## src/rtl/flappy_game.sv

```systemverilog
// Flappy Bird game-logic core, stepped once per 50 Hz game tick.
// Optional build macro PAUSE_EN adds a pause input that freezes PLAY.
//
// state | meaning
// IDLE  | bird parked at start position, waiting for a flap edge
// PLAY  | physics, scrolling pillars, collision and scoring active
// OVER  | everything frozen until a flap edge returns to IDLE
module flappy_game #(
   parameter int SPEED    = 2,
   parameter int PILLAR_W = 40,
   parameter int GAP      = 120,
   parameter int BIRD_X   = 160,
   parameter int BIRD_SZ  = 16,
   parameter int FLAP_VEL = 8,
   parameter int VMAX     = 8
) (
   input  logic       clk,
   input  logic       rst,
   input  logic       flap,
`ifdef PAUSE_EN
   input  logic       pause,
`endif
   output logic [9:0] y,
   output logic [8:0] p1,
   output logic [8:0] p2,
   output logic [9:0] x1,
   output logic [9:0] x2,
   output logic [1:0] state,
   output logic [9:0] score,
   output logic [9:0] high_score
);

   typedef enum logic [1:0] {S_IDLE = 2'd0, S_PLAY = 2'd1, S_OVER = 2'd2} state_t;

   localparam logic [9:0] Y_RST     = 10'd232;
   localparam logic [9:0] Y_MAX     = 10'd464;
   localparam logic [9:0] X1_RST    = 10'd680;
   localparam logic [9:0] X2_RST    = 10'd1020;
   localparam logic [9:0] X_WRAP    = 10'd680;
   localparam logic [8:0] P_RST     = 9'd160;
   localparam logic [8:0] P_BASE    = 9'd40;
   localparam logic [9:0] SCORE_MAX = 10'd999;
   localparam logic [7:0] LFSR_RST  = 8'hA5;

   localparam logic [9:0]        BX     = 10'(BIRD_X);
   localparam logic [9:0]        X_HI   = 10'(BIRD_X + BIRD_SZ + PILLAR_W);
   localparam logic [9:0]        SPD    = 10'(SPEED);
   localparam logic [10:0]       BSZ11  = 11'(BIRD_SZ);
   localparam logic [10:0]       GAP11  = 11'(GAP);
   localparam logic signed [5:0] V_KICK = 6'(-FLAP_VEL);
   localparam logic signed [5:0] V_MAX  = 6'(VMAX);

   state_t            state_q, state_d;
   logic [9:0]        y_q, y_d, x1_q, x1_d, x2_q, x2_d;
   logic [8:0]        p1_q, p1_d, p2_q, p2_d;
   logic [9:0]        score_q, score_d, high_q, high_d;
   logic signed [5:0] vel_q, vel_d;
   logic [7:0]        lfsr_q, lfsr_d;
   logic              flap_q, flap_d;

   logic              fe, paused, hit1, hit2, wrap1, wrap2, cross1, cross2;
   logic signed [11:0] y_sum;
   logic [9:0]        score_sum;

   function automatic logic pillar_hit(input logic [9:0] x, input logic [8:0] p,
                                       input logic [9:0] yy);
      logic [10:0] ys, top;
      ys  = {1'b0, yy};
      top = {2'b00, p};
      return (x > BX) && (x < X_HI) && ((ys < top) || (ys + BSZ11 > top + GAP11));
   endfunction

`ifdef PAUSE_EN
   assign paused = pause;
`else
   assign paused = 1'b0;
`endif

   always_comb begin
      fe        = flap & ~flap_q;
      flap_d    = flap;
      lfsr_d    = {lfsr_q[6:0], lfsr_q[7] ^ lfsr_q[5] ^ lfsr_q[4] ^ lfsr_q[3]};
      state_d   = state_q;
      y_d       = y_q;
      vel_d     = vel_q;
      x1_d      = x1_q;
      x2_d      = x2_q;
      p1_d      = p1_q;
      p2_d      = p2_q;
      score_d   = score_q;
      high_d    = high_q;
      hit1      = pillar_hit(x1_q, p1_q, y_q);
      hit2      = pillar_hit(x2_q, p2_q, y_q);
      y_sum     = $signed({2'b00, y_q}) + $signed({{6{vel_q[5]}}, vel_q});
      wrap1     = x1_q < SPD;
      wrap2     = x2_q < SPD;
      cross1    = 1'b0;
      cross2    = 1'b0;
      score_sum = score_q;

      case (state_q)
         S_IDLE: begin
            if (fe) begin
               state_d = S_PLAY;
               vel_d   = V_KICK;
            end
         end
         S_PLAY: begin
            if (!paused) begin
               if (hit1 || hit2) begin
                  state_d = S_OVER;
               end else begin
                  if (fe)
                     vel_d = V_KICK;
                  else if (vel_q >= V_MAX)
                     vel_d = V_MAX;
                  else
                     vel_d = vel_q + 6'sd1;

                  // Hitting the ceiling is harmless; reaching the ground ends the game.
                  if (y_sum < 12'sd0) begin
                     y_d = 10'd0;
                  end else if (y_sum >= $signed({2'b00, Y_MAX})) begin
                     y_d     = Y_MAX;
                     state_d = S_OVER;
                  end else begin
                     y_d = y_sum[9:0];
                  end

                  x1_d = wrap1 ? X_WRAP : x1_q - SPD;
                  x2_d = wrap2 ? X_WRAP : x2_q - SPD;
                  if (wrap1) p1_d = P_BASE + {1'b0, lfsr_q};
                  if (wrap2) p2_d = P_BASE + {1'b0, lfsr_q};

                  cross1    = (x1_q > BX) && (x1_d <= BX);
                  cross2    = (x2_q > BX) && (x2_d <= BX);
                  score_sum = score_q + {9'd0, cross1} + {9'd0, cross2};
                  score_d   = (score_sum > SCORE_MAX) ? SCORE_MAX : score_sum;
               end
               if (state_d == S_OVER && score_d > high_q)
                  high_d = score_d;
            end
         end
         S_OVER: begin
            if (fe) begin
               state_d = S_IDLE;
               y_d     = Y_RST;
               vel_d   = 6'sd0;
               x1_d    = X1_RST;
               x2_d    = X2_RST;
               p1_d    = P_RST;
               p2_d    = P_RST;
               score_d = 10'd0;
            end
         end
         default: state_d = S_IDLE;
      endcase
   end

   always_ff @(posedge clk) begin
      if (rst) begin
         state_q <= S_IDLE;
         y_q     <= Y_RST;
         vel_q   <= 6'sd0;
         x1_q    <= X1_RST;
         x2_q    <= X2_RST;
         p1_q    <= P_RST;
         p2_q    <= P_RST;
         score_q <= 10'd0;
         high_q  <= 10'd0;
         lfsr_q  <= LFSR_RST;
         flap_q  <= 1'b0;
      end else begin
         state_q <= state_d;
         y_q     <= y_d;
         vel_q   <= vel_d;
         x1_q    <= x1_d;
         x2_q    <= x2_d;
         p1_q    <= p1_d;
         p2_q    <= p2_d;
         score_q <= score_d;
         high_q  <= high_d;
         lfsr_q  <= lfsr_d;
         flap_q  <= flap_d;
      end
   end

   assign y          = y_q;
   assign p1         = p1_q;
   assign p2         = p2_q;
   assign x1         = x1_q;
   assign x2         = x2_q;
   assign state      = state_q;
   assign score      = score_q;
   assign high_score = high_q;

endmodule

```

## config.mk

```make
export PLATFORM = sky130hd
export DESIGN_NAME = flappy_game
export DESIGN_NICKNAME = d
export VERILOG_FILES = /design/src/rtl/flappy_game.sv
export SDC_FILE = /design/constraint.sdc
export NUM_CORES = 1
export LEC_CHECK = 0
export CAP_MARGIN = 20
export CORE_MARGIN = 4
export CORE_UTILIZATION = 44
export DETAILED_ROUTE_END_ITERATION = 8
export PLACE_DENSITY = 0.72
export RECOVER_POWER = 50
export SYNTH_ARGS = -nofsm -noshare
export SYNTH_HDL_FRONTEND = slang
export SYNTH_SLANG_ARGS = --single-unit
export TNS_END_PERCENT = 20
```

## constraint.sdc

```tcl
create_clock -name clk -period 5.1 [get_ports clk]
set_input_delay 1.02 -clock clk [delete_from_list [all_inputs] [get_ports clk]]
set_output_delay 1.02 -clock clk [all_outputs]
set_load 0.01 [all_outputs]
```

==> flow_summary_export.csv <==
group,metric,value,unit
synthesis,syn_inst,798,
timing,worstMarginPinSlew,1.33,ns
finish,syn2layout_area_growth,27.0,%
power,ir_drop,0.224,mV
global_route,grt_pass1_wl,28400,µm
finish,num-nets-final,975,
floorplan,rows,43,
floorplan,die_area,16300,µm²
synthesis,syn_area_per_cell,7.88,µm²
clock_network,cts_num_sinks,85,
timing,max_freq,195,MHz
worst_setup_path,required,5.37,ns
timing,finalHoldViolCount,0,
clock_network,clk_pin_slew,0.06,ns
drt,drtPass1Iterations,5,
timing,fin_crit,5.14,ns
global_route,antenna_found_initial,0,
clock_network,cts_made_buffers,9,
timing,finalClockSkew,0.00769,ns
drt,via_per_inst,5.70,
clock_network,hold_buffers,0,
timing,setup_ws,-0.0373,ns
worst_setup_path,critical-path-top-delay-family,"compound AO/OA/AOI/OAI gates",
global_route,grt_max_degree,35,
worst_setup_path,cpMaxStageDelayCell,"or4_4",
finish,antenna_cells,0,
drt,wl_per_cell,16.1,µm
clock_network,clockBufferDepth,2,
synthesis,async_flop_share,0,
drt,drt_iter0_drc,507,
worst_setup_path,path_class,"flip-flop to flip-flop",
finish,fillers,1268,
synthesis,ys.flop_type,"dfxtp_1",
finish,regArea,1700,µm²
drt,ant_nets,0,
drt,drt_wl_total,17500,µm
run_status,failed_checks,"setup timing",
global_route,overflow,0,
worst_setup_path,critPathMaxStageDelay,0.52,ns
timing,finalCritPeriodShare,1.01,
clock_network,insertion_delay,0.34,ns
synthesis,ys_seq_area_frac,0.270,
synthesis,synth_area_leaders,"dfxtp_1 (27%), ha_1 (14%), a21oi_1 (5.4%), nand2_1 (4.8%), nor2_1 (3.8%)",
place,port-buffer-count,72,
synthesis,synth.most_common_cell,"dfxtp_1",
timing,rsz0062_at_grt,"true",
global_route,grt_pass1_vias,5690,
finish,multiInputGateArea,4440,µm²
worst_setup_path,path_buf_inv,2,
hold_path,min_path_type,"flip-flop to flip-flop",
synthesis,synth_common_cells,"dfxtp_1 (85), nand2_1 (80), a21oi_1 (68), ha_1 (68), nor2_1 (64)",
floorplan,core_area,13900,µm²
place,dpl_worst_slack,-0.165,ns
worst_setup_path,cp_data_arrival_time,5.41,ns
job,drv_cap,0,
power,total_leakage_power,0.00335,µW
place,place_inst,1066,
synthesis,syn-num-nets,871,
clock_network,cts_root_buf,"clkbuf_16",
synthesis,synth-edff-count,0,
timing,drv_slew,0,
clock_network,cts_tree,"built",
synthesis,yosys.area.top_type_share,0.270,
floorplan,fp.dieW,128,µm
worst_setup_path,cp-start-kind,"flip-flop",
floorplan,ios,73,
drt,vias,6189,
finish,final_layout_size_suffix_gt1_frac,0.128,
run_status,status,"complete, but fails checks",
global_route,grt_usage,0.211,
floorplan,initial_core_util,0.451,
floorplan,chipHeight,128,µm
synthesis,synth_top_cell_by_area,"dfxtp_1",
finish,final_cells,1086,
power,power.density_cell_area,493,nW/µm²
timing,slew_headroom,0.116,
synthesis,ys_types,77,
worst_setup_path,cp_max_fo,5,
synthesis,yosysWarningCount,0,
synthesis,syn_area,6290,µm²
timing,setup_violations,6,
place,gp_congestion,0.910,
clock_network,cts_htree_levels,3,
synthesis,ys_ff_latch,85,
place,dp_hpwl,12800,µm
worst_setup_path,worstSetupEndpointType,"flip-flop",
drt,drc_errors,0,
-- cells in the final DEF, fill, tap and decap left out, types with 10 or more instances in the layout --
master and n:
nand2_1 80, a211oi_1 14, ha_1 65, nand3_1 38, buf_4 50, xnor2_1 27, clkdlybuf4s50_1 21, a21o_1 20
dlygate4sd3_1 50, o21ai_0 28, dfxtp_1 83, nor2_1 62, mux2i_1 19, nand4_1 10, nor2b_1 10, nor3_1 27
inv_1 54, a21oi_1 66
-- cells by family (layout without fill, tap and decap cells) --
logic type                 Yosys count  count (layout)  share of synthesized area
DFF                                 85              85                      0.270
and+or+nand+nor                    289             289                      0.224
adders and majority gates           71              71                      0.143
buffers and inverters               89             196                     0.0559
AOI/OAI and AO/OA                  211             212                      0.229
muxes                               19              19                     0.0302
xor gates and xnor gates            34              34                     0.0473
-- timing repair --
| action | in CTS | in global routing |
|---|---|---|
| buffers inserted | 1 | 2 |
| endpoints found under the setup margin | 10 | 10 |
| gates cloned | 0 | 2 |
| resized for setup | 4 | 22 |
| pin swaps | 2 | 17 |
-- power by group --
group          internal (µW)  leakage, µW  switching [µW]
registers                775     0.000692             145
logic                   1000      0.00251            1350
clock network            392     0.000145             272
total                   2170      0.00335            1770
-- worst paths after layout --
check / from / to / slack (ns) / cells past startpoint
worst max-delay path: x1[3] / high_score[9] / -0.04 / 26
worst min-delay path: lfsr_q[1] / lfsr_q[2] / 0.44 / 1
worst max register to register: x1[3] / high_score[9] / -0.04 / 26
worst min register to register: lfsr_q[1] / lfsr_q[2] / 0.44 / 1
-- through the flow --
step | utilization | hold WS, ns | area, µm² | total power, µW | TNS (ns)
6_report | 0.573 | 0.445 | 7990 | 3940 | -0.121
5_1_grt | 0.573 | 0.479 | 7990 | 4250 | -2.29
4_1_cts | 0.563 | 0.450 | 7850 | 3930 | 0
3_5_place_dp | 0.540 | 0.432 | 7520 | 3250 | -0.885
3_3_place_gp | 0.540 | 0.429 | 7520 | 3210 | -0.0795
2_1_floorplan | - | 0.417 | 6370 | 2590 | -0.207
-- sequential cells by signal, summed over array words and instances (netlist names) --
signal      flops
vel_q           6
y              10
score          10
x1             10
high_score     10
state           2
flap_q          1
p2              9
x2             10
p1              9
lfsr_q          8
-- routing by layer --
metal | vias up | wire length [µm] | track usage | part of all wire
met5 | - | 0 | 0 | 0
met4 | 0 | 210 | 0.0493 | 0.012
met3 | 20 | 853 | 0.0334 | 0.049
met2 | 165 | 8210 | 0.343 | 0.47
met1 | 2903 | 8230 | 0.293 | 0.47
li1 | 3101 | - | - | -
-- cell type report --
type,count,area share
Inverter,56,0.0263
Clock buffer,10,0.0299
Tap cell,180,0.0282
Timing Repair Buffer,125,0.139
Sequential cell,85,0.213
Multi-Input combinational cell,625,0.556
Clock inverter,5,0.00752
(Power assumes the default switching activity.)
